--- src/rtl/inst_fetch_pkg.sv ---
// Shared constants and the fetch-stage state type for the multi-cycle core.
// Latency: n/a (declarations only).
// Backpressure: n/a.
package inst_fetch_pkg;

  // Both constants are shared with the PC register and the decode stage.
  localparam logic [31:0] CPU_RESET_PC = 32'h1c00_0000;
  localparam logic [31:0] CPU_NOP_INST = 32'h0340_0000;  // andi r0,r0,0

  typedef enum logic [2:0] {
    S_IDLE  = 3'd0,
    S_REQ   = 3'd1,
    S_WAIT  = 3'd2,
    S_DONE  = 3'd3,
    S_DRAIN = 3'd4
  } if_state_t;

  // Instruction fetches must be word aligned.
  function automatic logic pc_misaligned(input logic [1:0] pc_lsb);
    return pc_lsb != 2'b00;
  endfunction

endpackage

--- src/rtl/inst_fetch_if.sv ---
// Instruction-memory port: request/grant address phase, then a single rvalid response.
// Latency: n/a (wires only).
// Backpressure: memory stalls the request by holding gnt low; rvalid never shares a cycle with its gnt.
//  req    master->slave  request valid, addr held stable until gnt
//  addr   master->slave  32-bit word address
//  gnt    slave->master  request accepted (req && gnt is the handshake)
//  rvalid slave->master  response valid
//  rdata  slave->master  instruction word
//  err    slave->master  bus error, qualified by rvalid
interface inst_fetch_if;
  logic        req;
  logic [31:0] addr;
  logic        gnt;
  logic        rvalid;
  logic [31:0] rdata;
  logic        err;

  modport master (
    output req, addr,
    input  gnt, rvalid, rdata, err
  );

  modport slave (
    input  req, addr,
    output gnt, rvalid, rdata, err
  );
endinterface

--- src/rtl/inst_fetch_timeout_cnt.sv ---
// Counts cycles spent waiting for a memory response and flags the last allowed one.
// Latency: expire is combinational from the registered count.
// Backpressure: none; clr has priority over inc. TIMEOUT=0 disables expiry.
//  clk, rstn  clock / async active-low reset
//  clr        zero the count
//  inc        advance the count by one
//  expire     count has reached TIMEOUT-1
module if_timeout_cnt #(
  parameter int unsigned TIMEOUT = 255
) (
  input  logic clk,
  input  logic rstn,
  input  logic clr,
  input  logic inc,
  output logic expire
);

  localparam int unsigned W = (TIMEOUT > 0) ? $clog2(TIMEOUT + 1) : 1;
  localparam logic [W-1:0] LAST = W'(TIMEOUT - 1);

  logic [W-1:0] cnt_q;

  always_ff @(posedge clk or negedge rstn) begin
    if (!rstn) begin
      cnt_q <= '0;
    end else if (clr) begin
      cnt_q <= '0;
    end else if (inc) begin
      cnt_q <= cnt_q + 1'b1;
    end
  end

  assign expire = (TIMEOUT != 0) && (cnt_q == LAST);

endmodule

--- src/rtl/inst_fetch.sv ---
// Instruction fetch: samples PC on fetch_start, runs one imem transaction, loads ir/pc_of_ir.
// Latency: 4 cycles start->fetch_done with 1-cycle gnt and rvalid; 2 cycles for a misaligned PC.
// Backpressure: holds req/addr until gnt; waits up to TIMEOUT cycles for rvalid; fetch_start ignored while busy.
//  clk, rstn       clock / async active-low reset
//  pc, fetch_start PC register value and 1-cycle start pulse from the controller
//  flush           abort the fetch in flight (exception / redirect)
//  imem            instruction-memory master port
//  ir, pc_of_ir    fetched instruction and its address
//  fetch_done      1-cycle pulse, ir/pc_of_ir valid; adef/bus_err qualify it
//  busy            fetch in progress
module inst_fetch
  import inst_fetch_pkg::*;
#(
  parameter logic [31:0] RESET_PC = CPU_RESET_PC,
  parameter logic [31:0] NOP_INST = CPU_NOP_INST,
  parameter int unsigned TIMEOUT  = 255
) (
  input  logic         clk,
  input  logic         rstn,
  input  logic [31:0]  pc,
  input  logic         fetch_start,
  input  logic         flush,
  inst_fetch_if.master imem,
  output logic [31:0]  ir,
  output logic [31:0]  pc_of_ir,
  output logic         fetch_done,
  output logic         adef,
  output logic         bus_err,
  output logic         busy
);

  if_state_t   state_q, state_d;
  logic [31:0] addr_q;
  logic        adef_q, berr_q;
  logic        tmo_q;        // first DRAIN cycle after a timeout: report the fault then
  logic        latch_pc, ev_adef, ev_rsp, ev_tmo;
  logic        tmo_expire;

  if_timeout_cnt #(.TIMEOUT(TIMEOUT)) u_tmo (
    .clk    (clk),
    .rstn   (rstn),
    .clr    (state_q != S_WAIT),
    .inc    ((state_q == S_WAIT) && !imem.rvalid),
    .expire (tmo_expire)
  );

  // State register
  always_ff @(posedge clk or negedge rstn) begin
    if (!rstn) begin
      state_q <= S_IDLE;
    end else begin
      state_q <= state_d;
    end
  end

  // Next state and datapath load events
  always_comb begin
    state_d  = state_q;
    latch_pc = 1'b0;
    ev_adef  = 1'b0;
    ev_rsp   = 1'b0;
    ev_tmo   = 1'b0;
    unique case (state_q)
      S_IDLE: begin
        if (fetch_start && !flush) begin
          latch_pc = 1'b1;
          if (pc_misaligned(pc[1:0])) begin
            ev_adef = 1'b1;
            state_d = S_DONE;
          end else begin
            state_d = S_REQ;
          end
        end
      end
      S_REQ: begin
        if (flush) begin
          state_d = S_IDLE;
        end else if (imem.gnt) begin
          state_d = S_WAIT;
        end
      end
      S_WAIT: begin
        // A flushed fetch still owes one response; drain it unless it is arriving now.
        if (flush) begin
          state_d = imem.rvalid ? S_IDLE : S_DRAIN;
        end else if (imem.rvalid) begin
          ev_rsp  = 1'b1;
          state_d = S_DONE;
        end else if (tmo_expire) begin
          ev_tmo  = 1'b1;
          state_d = S_DRAIN;
        end
      end
      S_DONE: begin
        state_d = S_IDLE;
      end
      S_DRAIN: begin
        if (imem.rvalid) begin
          state_d = S_IDLE;
        end
      end
      default: begin
        state_d = S_IDLE;
      end
    endcase
  end

  // Outputs
  always_comb begin
    imem.req   = (state_q == S_REQ) && !flush;
    fetch_done = ((state_q == S_DONE) && !flush) || ((state_q == S_DRAIN) && tmo_q);
    adef       = fetch_done && adef_q;
    bus_err    = fetch_done && berr_q;
    busy       = state_q != S_IDLE;
  end

  assign imem.addr = addr_q;

  // ir/pc_of_ir only move on a completed or faulted fetch.
  always_ff @(posedge clk or negedge rstn) begin
    if (!rstn) begin
      addr_q   <= '0;
      ir       <= NOP_INST;
      pc_of_ir <= RESET_PC;
      adef_q   <= 1'b0;
      berr_q   <= 1'b0;
      tmo_q    <= 1'b0;
    end else begin
      tmo_q <= ev_tmo;
      if (latch_pc) begin
        addr_q <= pc;
      end
      if (ev_adef) begin
        ir       <= NOP_INST;
        pc_of_ir <= pc;
        adef_q   <= 1'b1;
        berr_q   <= 1'b0;
      end
      if (ev_rsp) begin
        ir       <= imem.err ? NOP_INST : imem.rdata;
        pc_of_ir <= addr_q;
        adef_q   <= 1'b0;
        berr_q   <= imem.err;
      end
      if (ev_tmo) begin
        ir       <= NOP_INST;
        pc_of_ir <= addr_q;
        adef_q   <= 1'b0;
        berr_q   <= 1'b1;
      end
    end
  end

endmodule

--- src/flat_wrapper.sv ---
// flat-port wrapper written by rule: the top's interface ports become plain ports
module inst_fetch_flat import inst_fetch_pkg::*;
#(
  parameter logic [31:0] RESET_PC = CPU_RESET_PC,
  parameter logic [31:0] NOP_INST = CPU_NOP_INST,
  parameter int unsigned TIMEOUT  = 255
)
  (clk, rstn, pc, fetch_start, flush, ir, pc_of_ir, fetch_done, adef, bus_err, busy, imem_req, imem_addr, imem_gnt, imem_rvalid, imem_rdata, imem_err);
  inst_fetch_if imem_i ();
  input  logic clk;
  input  logic rstn;
  input  logic [31:0] pc;
  input  logic fetch_start;
  input  logic flush;
  output logic [31:0] ir;
  output logic [31:0] pc_of_ir;
  output logic fetch_done;
  output logic adef;
  output logic bus_err;
  output logic busy;
  output wire logic [$bits(imem_i.req)-1:0] imem_req;
  output wire logic [$bits(imem_i.addr)-1:0] imem_addr;
  input wire logic [$bits(imem_i.gnt)-1:0] imem_gnt;
  input wire logic [$bits(imem_i.rvalid)-1:0] imem_rvalid;
  input wire logic [$bits(imem_i.rdata)-1:0] imem_rdata;
  input wire logic [$bits(imem_i.err)-1:0] imem_err;
  assign imem_req = imem_i.req;
  assign imem_addr = imem_i.addr;
  assign imem_i.gnt = imem_gnt;
  assign imem_i.rvalid = imem_rvalid;
  assign imem_i.rdata = imem_rdata;
  assign imem_i.err = imem_err;
  inst_fetch #(.RESET_PC(RESET_PC), .NOP_INST(NOP_INST), .TIMEOUT(TIMEOUT)) u_core (.clk(clk), .rstn(rstn), .pc(pc), .fetch_start(fetch_start), .flush(flush), .imem(imem_i), .ir(ir), .pc_of_ir(pc_of_ir), .fetch_done(fetch_done), .adef(adef), .bus_err(bus_err), .busy(busy));
endmodule
--- config.mk ---
export PLATFORM = sky130hd
export DESIGN_NAME = inst_fetch_flat
export DESIGN_NICKNAME = d
export VERILOG_FILES = /design/src/rtl/inst_fetch_pkg.sv /design/src/rtl/inst_fetch_if.sv /design/src/rtl/inst_fetch_timeout_cnt.sv /design/src/rtl/inst_fetch.sv /design/src/flat_wrapper.sv
export SDC_FILE = /design/constraint.sdc
export NUM_CORES = 1
export LEC_CHECK = 0
export BUFFER_PORTS_ARGS = -buffer_cell sky130_fd_sc_hd__buf_4
export CAP_MARGIN = 15
export CELL_PAD_IN_SITES_DETAIL_PLACEMENT = 0
export CELL_PAD_IN_SITES_GLOBAL_PLACEMENT = 1
export CORE_AREA = 10 10 123 125
export CTS_BUF_LIST = sky130_fd_sc_hd__clkbuf_2
export CTS_CLUSTER_DIAMETER = 100
export CTS_CLUSTER_SIZE = 14
export DETAILED_ROUTE_END_ITERATION = 16
export DIE_AREA = 0 0 133 135
export GPL_ROUTABILITY_DRIVEN = 0
export PLACE_DENSITY_LB_ADDON = 0.1
export RECOVER_POWER = 100
export SYNTH_ARGS = -nofsm -noshare
export SYNTH_HDL_FRONTEND = slang
export SYNTH_HIERARCHICAL = 1
export SYNTH_SLANG_ARGS = --single-unit
--- constraint.sdc ---
create_clock -name clk -period 2.8 [get_ports clk]
set_clock_uncertainty 0.2 [all_clocks]
set_input_delay 0.14 -clock clk [delete_from_list [all_inputs] [get_ports clk]]
set_output_delay 0.14 -clock clk [all_outputs]
set_load 0.05 [all_outputs]
==> results of run 1 <==
-- metal layers --
metal / wire, µm / part of all wire / track usage / up-vias
li1: - / - / - / 2099
met1: 6980 / 0.42 / 0.215 / 2294
met2: 8210 / 0.49 / 0.301 / 176
met3: 1350 / 0.081 / 0.0779 / 7
met4: 120 / 0.0072 / 0.0373 / 0
met5: 0 / 0 / 0 / -
-- cells by family after synthesis --
kind of cell	share of synthesized area
flops	0.566
xor+xnor	0.00718
simple gates	0.134
buf+inv	0.0528
mux	0.0692
compound gates	0.166
fa+ha+maj	0.00513
-- final cells by class --
class	instances	share of cell area
sequential	110	0.406
multi-input combinational	265	0.275
timing repair buffer	270	0.272
tap	172	0.0316
clock buffer	12	0.00883
inverter	8	0.00441
clock inverter	3	0.00184
-- report_power, final --
group          switching [W]  internal, W
Sequential          0.000459      0.00227
Combinational        0.00340      0.00107
Clock               0.000490     0.000117
-- worst paths after layout --
path | cells after the start | slack, ps | end | startpoint
worst min register to register | 1 | 350 | u_core/ir[18] | u_core/ir[18]
worst max-delay path | 6 | 120 | u_core/ir[25] | u_core/state_q[0]
min in group asynchronous | 4 | 700 | u_core/pc_of_ir[5] | rstn
worst min-delay path | 3 | 70 | u_core/ir[7] | imem_rdata[7]
worst max register to register | 6 | 120 | u_core/ir[25] | u_core/state_q[0]
max in group asynchronous | 4 | 330 | u_core/ir[23] | rstn
-- repair_timing --
item | in CTS | in global routing
buffers inserted | 0 | 0
gates resized for setup | 0 | 2
hold buffers | 82 | 0
setup endpoints to repair | 0 | 5
hold endpoints to repair | 216 | 0
-- sequential cells by signal, indices dropped and copies added (netlist names) --
signal              flops
u_core/u_tmo/cnt_q      8
u_core/adef_q           1
u_core/pc_of_ir        32
u_core/imem.addr       32
u_core/tmo_q            1
u_core/ir              32
u_core/berr_q           1
u_core/state_q          3
-- Yosys cell counts (all sizes together) --
cell,number,area (µm²)
a211oi,2,15.0
a21boi,1,7.51
a21oi,4,20.0
a221o,1,10.0
a221oi,1,8.76
a31oi,33,206
a32o,29,290
and2,1,6.26
and3,1,6.26
buf,12,96.3
clkbuf,35,131
dfrtp,104,2600
dfstp,6,158
ha,2,25.0
inv,8,30.0
mux2,30,338
nand2,7,26.3
nand2b,3,18.8
nand3,6,30.0
nand3b,1,7.51
nand4,33,221
nor2,12,45.0
nor2b,4,25.0
nor3,32,160
nor3b,2,15.0
nor4,1,12.5
nor4b,1,8.76
nor4bb,2,20.0
o21a,1,7.51
o21ai,37,185
o2bb2ai,1,8.76
o31ai,3,22.5
o32a,3,30.0
or2,2,12.5
or3,3,18.8
or4,1,7.51
or4b,1,10.0
xnor2,1,8.76
xor2,3,26.3
-- through the flow --
stage	instances	setup WS (ps)	cell area, µm²	total power [W]	hold WS (ps)
6_report	840	118	6800	0.00780	73.9
5_1_grt	840	7.86	6800	0.00823	6.64
4_1_cts	840	99.3	7210	0.00847	2.48
3_5_place_dp	743	338	6310	0.00773	-71.2
3_3_place_gp	743	418	6310	0.00768	-75.3
2_1_floorplan	430	21.6	4880	0.00606	-356
-- critical path, cell delays in order (launching register included) --
cell and delay (ps):
dfrtp_1 440, buf_4 170, or4_1 540, buf_4 210
nor2_1 310, o32a_1 210, dlygate4sd3_1 550
==> reports/metrics.csv, run 1 <==
metric;value;unit
Setup CP Type;flop to flop;
synth warn;6;
vias per cell;5.45;
Final Util;0.541;
I/O pin total;172;
leakage;2.83;nW
area delta synth->final;39.4;%
GRT overflow;0;
first-pass GRT wire length;26500;µm
Mapped Cells;430;
Data required, critical path;3140;ps
register area share after synthesis;0.566;
RSZ-0062 raised after global routing;false;
GRT Overall Usage;0.182;
CTS tree;yes;
Unique masters post-synth;43;
Pwr per Cell Area;1150;nW/µm²
Max-Cap Viols;1;
Sum Neg Setup Slack;0;ps
setup violators final;0;
ANT nets after route;0;
Tcrit/Tclk final;0.958;
Chip Width;133;µm
fillers;1208;
final wirelength;16700;µm
Starting DRT DRC Count;484;
CTS Buffer Depth;2;
#FFs+latches synth;110;
TritonCTS buffer count;9;
hpwl dp;10900;µm
status;finished, violations left;
Critical Path AT;3020;ps
fmax;0.373;GHz
endpoints failing hold;0;
CTS Sinks;110;
DIE HEIGHT;135;µm
failing checks;capacitance limit, slew limit;
Clk Latency, worst-skew pair;600;ps
die area;18000;µm²
initial core utilization;0.388;
drt drc;0;
CP max FO;15;
vias in the first global route;4786;
synthesized cell area;4880;µm²
Slew headroom;-0.165;
Routed WL per cell;19.8;µm
Syn Area/Cell;11.3;µm²
critical path launch point type;flop;
Critical Path Sink Type;flop;
n_diodes;0;
most common cell after layout, fill and taps aside;dfrtp_1;
row cnt;41;
most frequent cells in the layout;dfrtp_1 (104), clkbuf_1 (97), buf_4 (82);
clock period minus final worst setup slack;2680;ps
Max Slew Vio Count;32;
layout cell share with drive strength beyond 1;0.213;
VDD IR max;616;µV
CORE AREA;12600;µm²
initial antenna violation count;0;
Reg clk slew, reported paths;270;ps
htree depth;3;
Final nets;737;
largest net degree at the start of global routing;46;
Least-Margin Pin Slew;1750;ps
Port Buf Inserts;171;
root buf cell;clkbuf_2;
FF/Latch Area;2760;µm²
min-delay worst type;input port to flop;
routed via count;4576;
multi-input logic area;1870;µm²
syn_nets;503;
TritonRoute pass-1 iters;4;
Power figures use the tool's default switching activity.
==> run 2: changes to the inputs <==
--- a/config.mk
+++ b/config.mk
@@ -6,7 +6,7 @@
 export NUM_CORES = 1
 export LEC_CHECK = 0
 export BUFFER_PORTS_ARGS = -buffer_cell sky130_fd_sc_hd__buf_4
-export CAP_MARGIN = 15
+export CAP_MARGIN = 20
 export CELL_PAD_IN_SITES_DETAIL_PLACEMENT = 0
 export CELL_PAD_IN_SITES_GLOBAL_PLACEMENT = 1
 export CORE_AREA = 10 10 123 125
@@ -18,6 +18,7 @@
 export GPL_ROUTABILITY_DRIVEN = 0
 export PLACE_DENSITY_LB_ADDON = 0.1
 export RECOVER_POWER = 100
+export SETUP_SLACK_MARGIN = 0.4
 export SYNTH_ARGS = -nofsm -noshare
 export SYNTH_HDL_FRONTEND = slang
 export SYNTH_HIERARCHICAL = 1
==> reports/metrics.csv, run 2 (synthesis results as in run 1) <==
metric;value;unit;change
CORE AREA;12600;µm²;unchanged
CP max FO;33;;+18
placed standard-cell area;6290;µm²;-0.18%
n_diodes;0;;unchanged
critical path launch point type;flop;;
I/O pin total;172;;unchanged
Final nets;744;;+0.95%
Tcrit/Tclk final;0.887;;-0.0711
Sum Neg Setup Slack;0;ps;unchanged
vias in the first global route;4906;;+2.5%
initial antenna violation count;0;;unchanged
routed via count;4561;;-0.33%
Max-Cap Viols;0;;-1
most frequent cells in the layout;dfrtp_1 (102), clkbuf_1 (98), buf_4 (87);;
Critical Path Sink Type;flop;;
Slew headroom;0.335;;+0.500
area delta synth->final;42.6;%;
endpoints failing hold;0;;unchanged
fin area;6960;µm²;+2.3%
CTS Buffer Depth;2;;unchanged
vias per cell;5.38;;-1.3%
first-pass GRT wire length;26100;µm;-1.5%
Data required, critical path;3130;ps;about the same
root buf cell;clkbuf_2;;
PnR worst setup slack;317;ps;+199 ps
most common cell after layout, fill and taps aside;dfrtp_1;;
CTS tree;yes;;
DIE HEIGHT;135;µm;unchanged
Critical Path AT;2810;ps;-210 ps
TritonCTS buffer count;9;;unchanged
Port Buf Inserts;171;;unchanged
row cnt;41;;unchanged
Starting DRT DRC Count;346;;-29%
die area;18000;µm²;unchanged
Pwr per Cell Area;1150;nW/µm²;+0.71%
final wirelength;16600;µm;-0.22%
status;completed;;
leakage;2.89;nW;+2.3%
hpwl dp;10500;µm;-3.7%
Clk Latency, worst-skew pair;610;ps;about the same
min-delay worst type;input port to flop;;
Routed WL per cell;19.6;µm;-1.2%
setup violators final;0;;unchanged
RSZ-0062 raised after global routing;true;;
TritonRoute pass-1 iters;4;;unchanged
GRT overflow;0;;unchanged
layout cell share with drive strength beyond 1;0.223;;+0.0108
VDD IR max;648;µV;+5.2%
fmax;0.403;GHz;+8.0%
Max Slew Vio Count;0;;-100%
fillers;1170;;-3.1%
CTS Sinks;110;;unchanged
clock period minus final worst setup slack;2480;ps;-199 ps
Hold Path Stages;3;;unchanged
ANT nets after route;0;;unchanged
Setup CP Type;flop to flop;;
htree depth;3;;unchanged
Least-Margin Pin Slew;998;ps;-749 ps
worst reg-to-reg path cell count;8;;+2
Reg clk slew, reported paths;300;ps;+30 ps
Chip Width;133;µm;unchanged
initial core utilization;0.388;;unchanged
largest net degree at the start of global routing;73;;+59%
drt drc;0;;unchanged
DP Worst Slack;527;ps;+189 ps
GRT Overall Usage;0.179;;-0.00283
run 2: cell types whose count changed in the layout (fill, tap and decap cells not counted), moves of 2 or more:
cell	change
dlygate4sd3_1	+3
clkbuf_2	-5
dfrtp_2	+2
bufinv_16	+2
dfrtp_1	-2
buf_4	+5
run 2: power breakdown:
part	switching [W]	internal, W	total [W]
sequential	0.000466	0.00227	0.00273
clock	0.000508	0.000297	0.000805
combinational	0.00341	0.00109	0.00450
total	0.00438	0.00365	0.00804
run 2: critical path: stages, from the launching register on:
cell	delay (ps)
dfrtp_1	520
inv_1	70
ha_1	200
nand3_1	90
nor2_2	60
nor2_4	80
clkbuf_2	640
nor2_1	200
o32a_1	330
run 2: layout make-up:
type / count / area, µm² / area share
well taps: 172 / 215 / 0.0309
inverters: 8 / 30.0 / 0.00431
clock buffers: 11 / 55.1 / 0.00791
repair buffers: 277 / 1930 / 0.278
flip-flops and latches: 110 / 2760 / 0.397
clock inverters: 5 / 73.8 / 0.0106
multi-input cells: 265 / 1890 / 0.272
run 2: worst paths after layout:
path	start	end	slack (ps)
setup reg to reg	u_core/u_tmo/cnt_q[0]	u_core/ir[25]	320
max in group asynchronous	rstn	u_core/ir[21]	760
setup / recovery	u_core/u_tmo/cnt_q[0]	u_core/ir[25]	320
hold reg to reg	u_core/ir[26]	u_core/ir[26]	360
min in group asynchronous	rstn	u_core/pc_of_ir[27]	570
hold / removal	imem_rdata[12]	u_core/ir[12]	80
run 2: timing repair:
action	CTS	global route
buffers inserted	2	5
resized for setup	3	5
hold buffers	82	3
endpoints found under the setup margin	3	25
endpoints found under the hold margin	218	3
run 2: stage by stage:
| step | hold WS, ps | std cells | power, W | utilization |
|---|---|---|---|---|
| 6_report | 81.7 | 848 | 0.00804 | 0.554 |
| 5_1_grt | -0.645 | 848 | 0.00848 | 0.554 |
| 4_1_cts | 0.415 | 840 | 0.00866 | 0.580 |
| 3_5_place_dp | -43.2 | 740 | 0.00772 | 0.501 |
| 3_3_place_gp | -45.5 | 740 | 0.00767 | 0.501 |
| 2_1_floorplan | -356 | 430 | 0.00606 | - |
run 2: layer usage:
metal / up-vias / part of all wire / track usage
met5: - / 0 / 0
met4: 0 / 0.010 / 0.0513
met3: 13 / 0.071 / 0.0679
met2: 169 / 0.50 / 0.302
met1: 2263 / 0.42 / 0.206
li1: 2116 / - / -
==> run 3: changes to the inputs <==
--- a/config.mk
+++ b/config.mk
@@ -16,7 +16,7 @@
 export DETAILED_ROUTE_END_ITERATION = 16
 export DIE_AREA = 0 0 133 135
 export GPL_ROUTABILITY_DRIVEN = 0
-export PLACE_DENSITY_LB_ADDON = 0.1
+export PLACE_DENSITY = 0.88
 export RECOVER_POWER = 100
 export SETUP_SLACK_MARGIN = 0.4
 export SYNTH_ARGS = -nofsm -noshare
==> reports/metrics.csv, run 3 (synthesis results as in run 1) <==
metric;value;unit;change
Data required, critical path;3160;ps;+30 ps
I/O pin total;172;;unchanged
Critical Path Sink Type;flop;;
endpoints failing hold;0;;unchanged
Reg clk slew, reported paths;270;ps;-30 ps
Pwr per Cell Area;1160;nW/µm²;+0.26%
RSZ-0062 raised after global routing;true;;
GRT Overall Usage;0.177;;-0.00196
leakage;2.86;nW;-1.1%
TritonRoute pass-1 iters;5;;+1
clock period minus final worst setup slack;2460;ps;-26.9 ps
Hold Crit Start;imem_rdata[11];;
Crit-path slowest cell;dfrtp_1;;
most frequent cells in the layout;dfrtp_1 (102), clkbuf_1 (97), buf_4 (85);;
CORE AREA;12600;µm²;unchanged
Chip Width;133;µm;unchanged
Final nets;739;;-0.67%
root buf cell;clkbuf_2;;
Slew headroom;-0.0909;;-0.426
row cnt;41;;unchanged
largest net degree at the start of global routing;66;;-9.6%
worst reg-to-reg path cell count;5;;-3
total power;0.00796;W;-0.95%
hpwl dp;10400;µm;-1.4%
met3 Use GR;0.0682;;+0.000371
CTS Sinks;110;;unchanged
critical path launch point type;flop;;
met2 usage;0.292;;-0.00968
Max Slew Vio Count;65;;+65
failing checks;capacitance limit, slew limit;;
Most Crowded Layer GR;met2;;
initial antenna violation count;1;;+1
DIE HEIGHT;135;µm;unchanged
Reg2Reg Setup Slack;340;ps;+30 ps
ANT nets after route;0;;unchanged
Tcrit/Tclk final;0.877;;-0.00962
Sum Neg Setup Slack;0;ps;unchanged
met1 usage;0.206;;-0.000634
drt drc;0;;unchanged
Max-Cap Viols;1;;+1
crit-path cells;clkbuf_1 > or4_1 > clkbuf_2 > nor2_1 > o32a_1;;
Worst Hold End;u_core/ir[11];;
final wirelength;16600;µm;-0.23%
Clk Latency, worst-skew pair;620;ps;about the same
TritonCTS buffer count;9;;unchanged
critical path's top delay family;simple AND/OR/NAND/NOR gates;;
status;finished, violations left;;
CTS Buffer Depth;2;;unchanged
vias per cell;5.52;;+2.6%
area delta synth->final;40.9;%;
CTS tree;yes;;
origin of the critical flop-to-flop path;u_core/state_q[2];;
htree depth;3;;unchanged
GRT overflow;0;;unchanged
Routed WL per cell;19.6;µm;+0.24%
vias in the first global route;5005;;+2.0%
min-delay worst type;input port to flop;;
VDD IR max;632;µV;-2.4%
fmax;0.407;GHz;+1.1%
routed via count;4657;;+2.1%
initial core utilization;0.388;;unchanged
max incr delay on CP;500;ps;-140 ps
Least-Margin Pin Slew;1640;ps;+638 ps
setup violators final;0;;unchanged
Critical Path AT;2810;ps;about the same
first-pass GRT wire length;26000;µm;-0.37%
R2R Path End;u_core/ir[25];;
Setup CP Type;flop to flop;;
Hold Path Stages;3;;unchanged
Starting DRT DRC Count;501;;+45%
Port Buf Inserts;171;;unchanged
CP max FO;36;;+9.1%
worst path bufs/invs;2;;unchanged
layout cell share with drive strength beyond 1;0.225;;+0.00166
die area;18000;µm²;unchanged
most common cell after layout, fill and taps aside;dfrtp_1;;
[run 3: cell count changes in the layout (fill, tap and decap cells not counted), moves of 2 or more]
cell           previous run  this run
dfstp_2                   1         4
dfstp_1                   5         2
dlygate4sd3_1            84        81
clkbuf_2                 15        18
buf_4                    87        85
[run 3: worst reg2reg max path, cell delays in order (launching register included)]
cell	delay [ps]
dfrtp_1	500
clkbuf_1	180
or4_1	410
clkbuf_2	430
nor2_1	460
o32a_1	220
[run 3: per-layer routing]
layer / up-vias / share of wire
met4: 0 / 0.012
met3: 18 / 0.073
met2: 199 / 0.50
met1: 2334 / 0.42
met5: - / 0
li1: 2106 / -
[run 3: worst max path at each step]
stage	from	endpoint	slack, ps	depth (start not counted)
after detailed placement	u_core/state_q[0]	u_core/ir[27]	440	4
final	u_core/state_q[2]	u_core/ir[25]	340	5
after global routing	u_core/state_q[2]	u_core/u_tmo/cnt_q[7]	190	7
after global placement	u_core/state_q[0]	u_core/ir[11]	470	4
after CTS	u_core/state_q[0]	u_core/ir[19]	410	4
after floorplan	u_core/state_q[2]	u_core/ir[26]	620	7
[run 3: cell type report]
class / count / area, µm²
repair buffers: 272 / 1890
clock inverters: 4 / 47.5
flip-flops and latches: 110 / 2760
multi-input cells: 265 / 1870
diodes: 1 / 2.50
inverters: 8 / 30.0
clock buffers: 12 / 60.1
fillers: 1183 / 5690
well taps: 172 / 215
[run 3: repair_timing]
action,in CTS,in global routing
hold endpoints to repair,218,3
endpoints found under the setup margin,18,35
resized for setup,2,7
setup buffers,0,8
hold buffers,78,3
[run 3: report_power, final]
part	switching, W	total (W)	internal, W
registers	0.000479	0.00275	0.00227
logic	0.00342	0.00448	0.00107
clock network	0.000509	0.000724	0.000215
[run 3: through the flow]
step / area [µm²] / setup WS, ps / cells / util / hold slack [ps]
finish: 6880 / 344 / 844 / 0.547 / 77.4
global route: 6880 / 188 / 844 / 0.547 / 5.76
CTS: 7170 / 409 / 832 / 0.571 / 1.50
detailed placement: 6280 / 438 / 738 / 0.500 / 96.9
global placement: 6270 / 466 / 737 / 0.499 / 80.3
floorplan: 4890 / 623 / 430 / - / -356
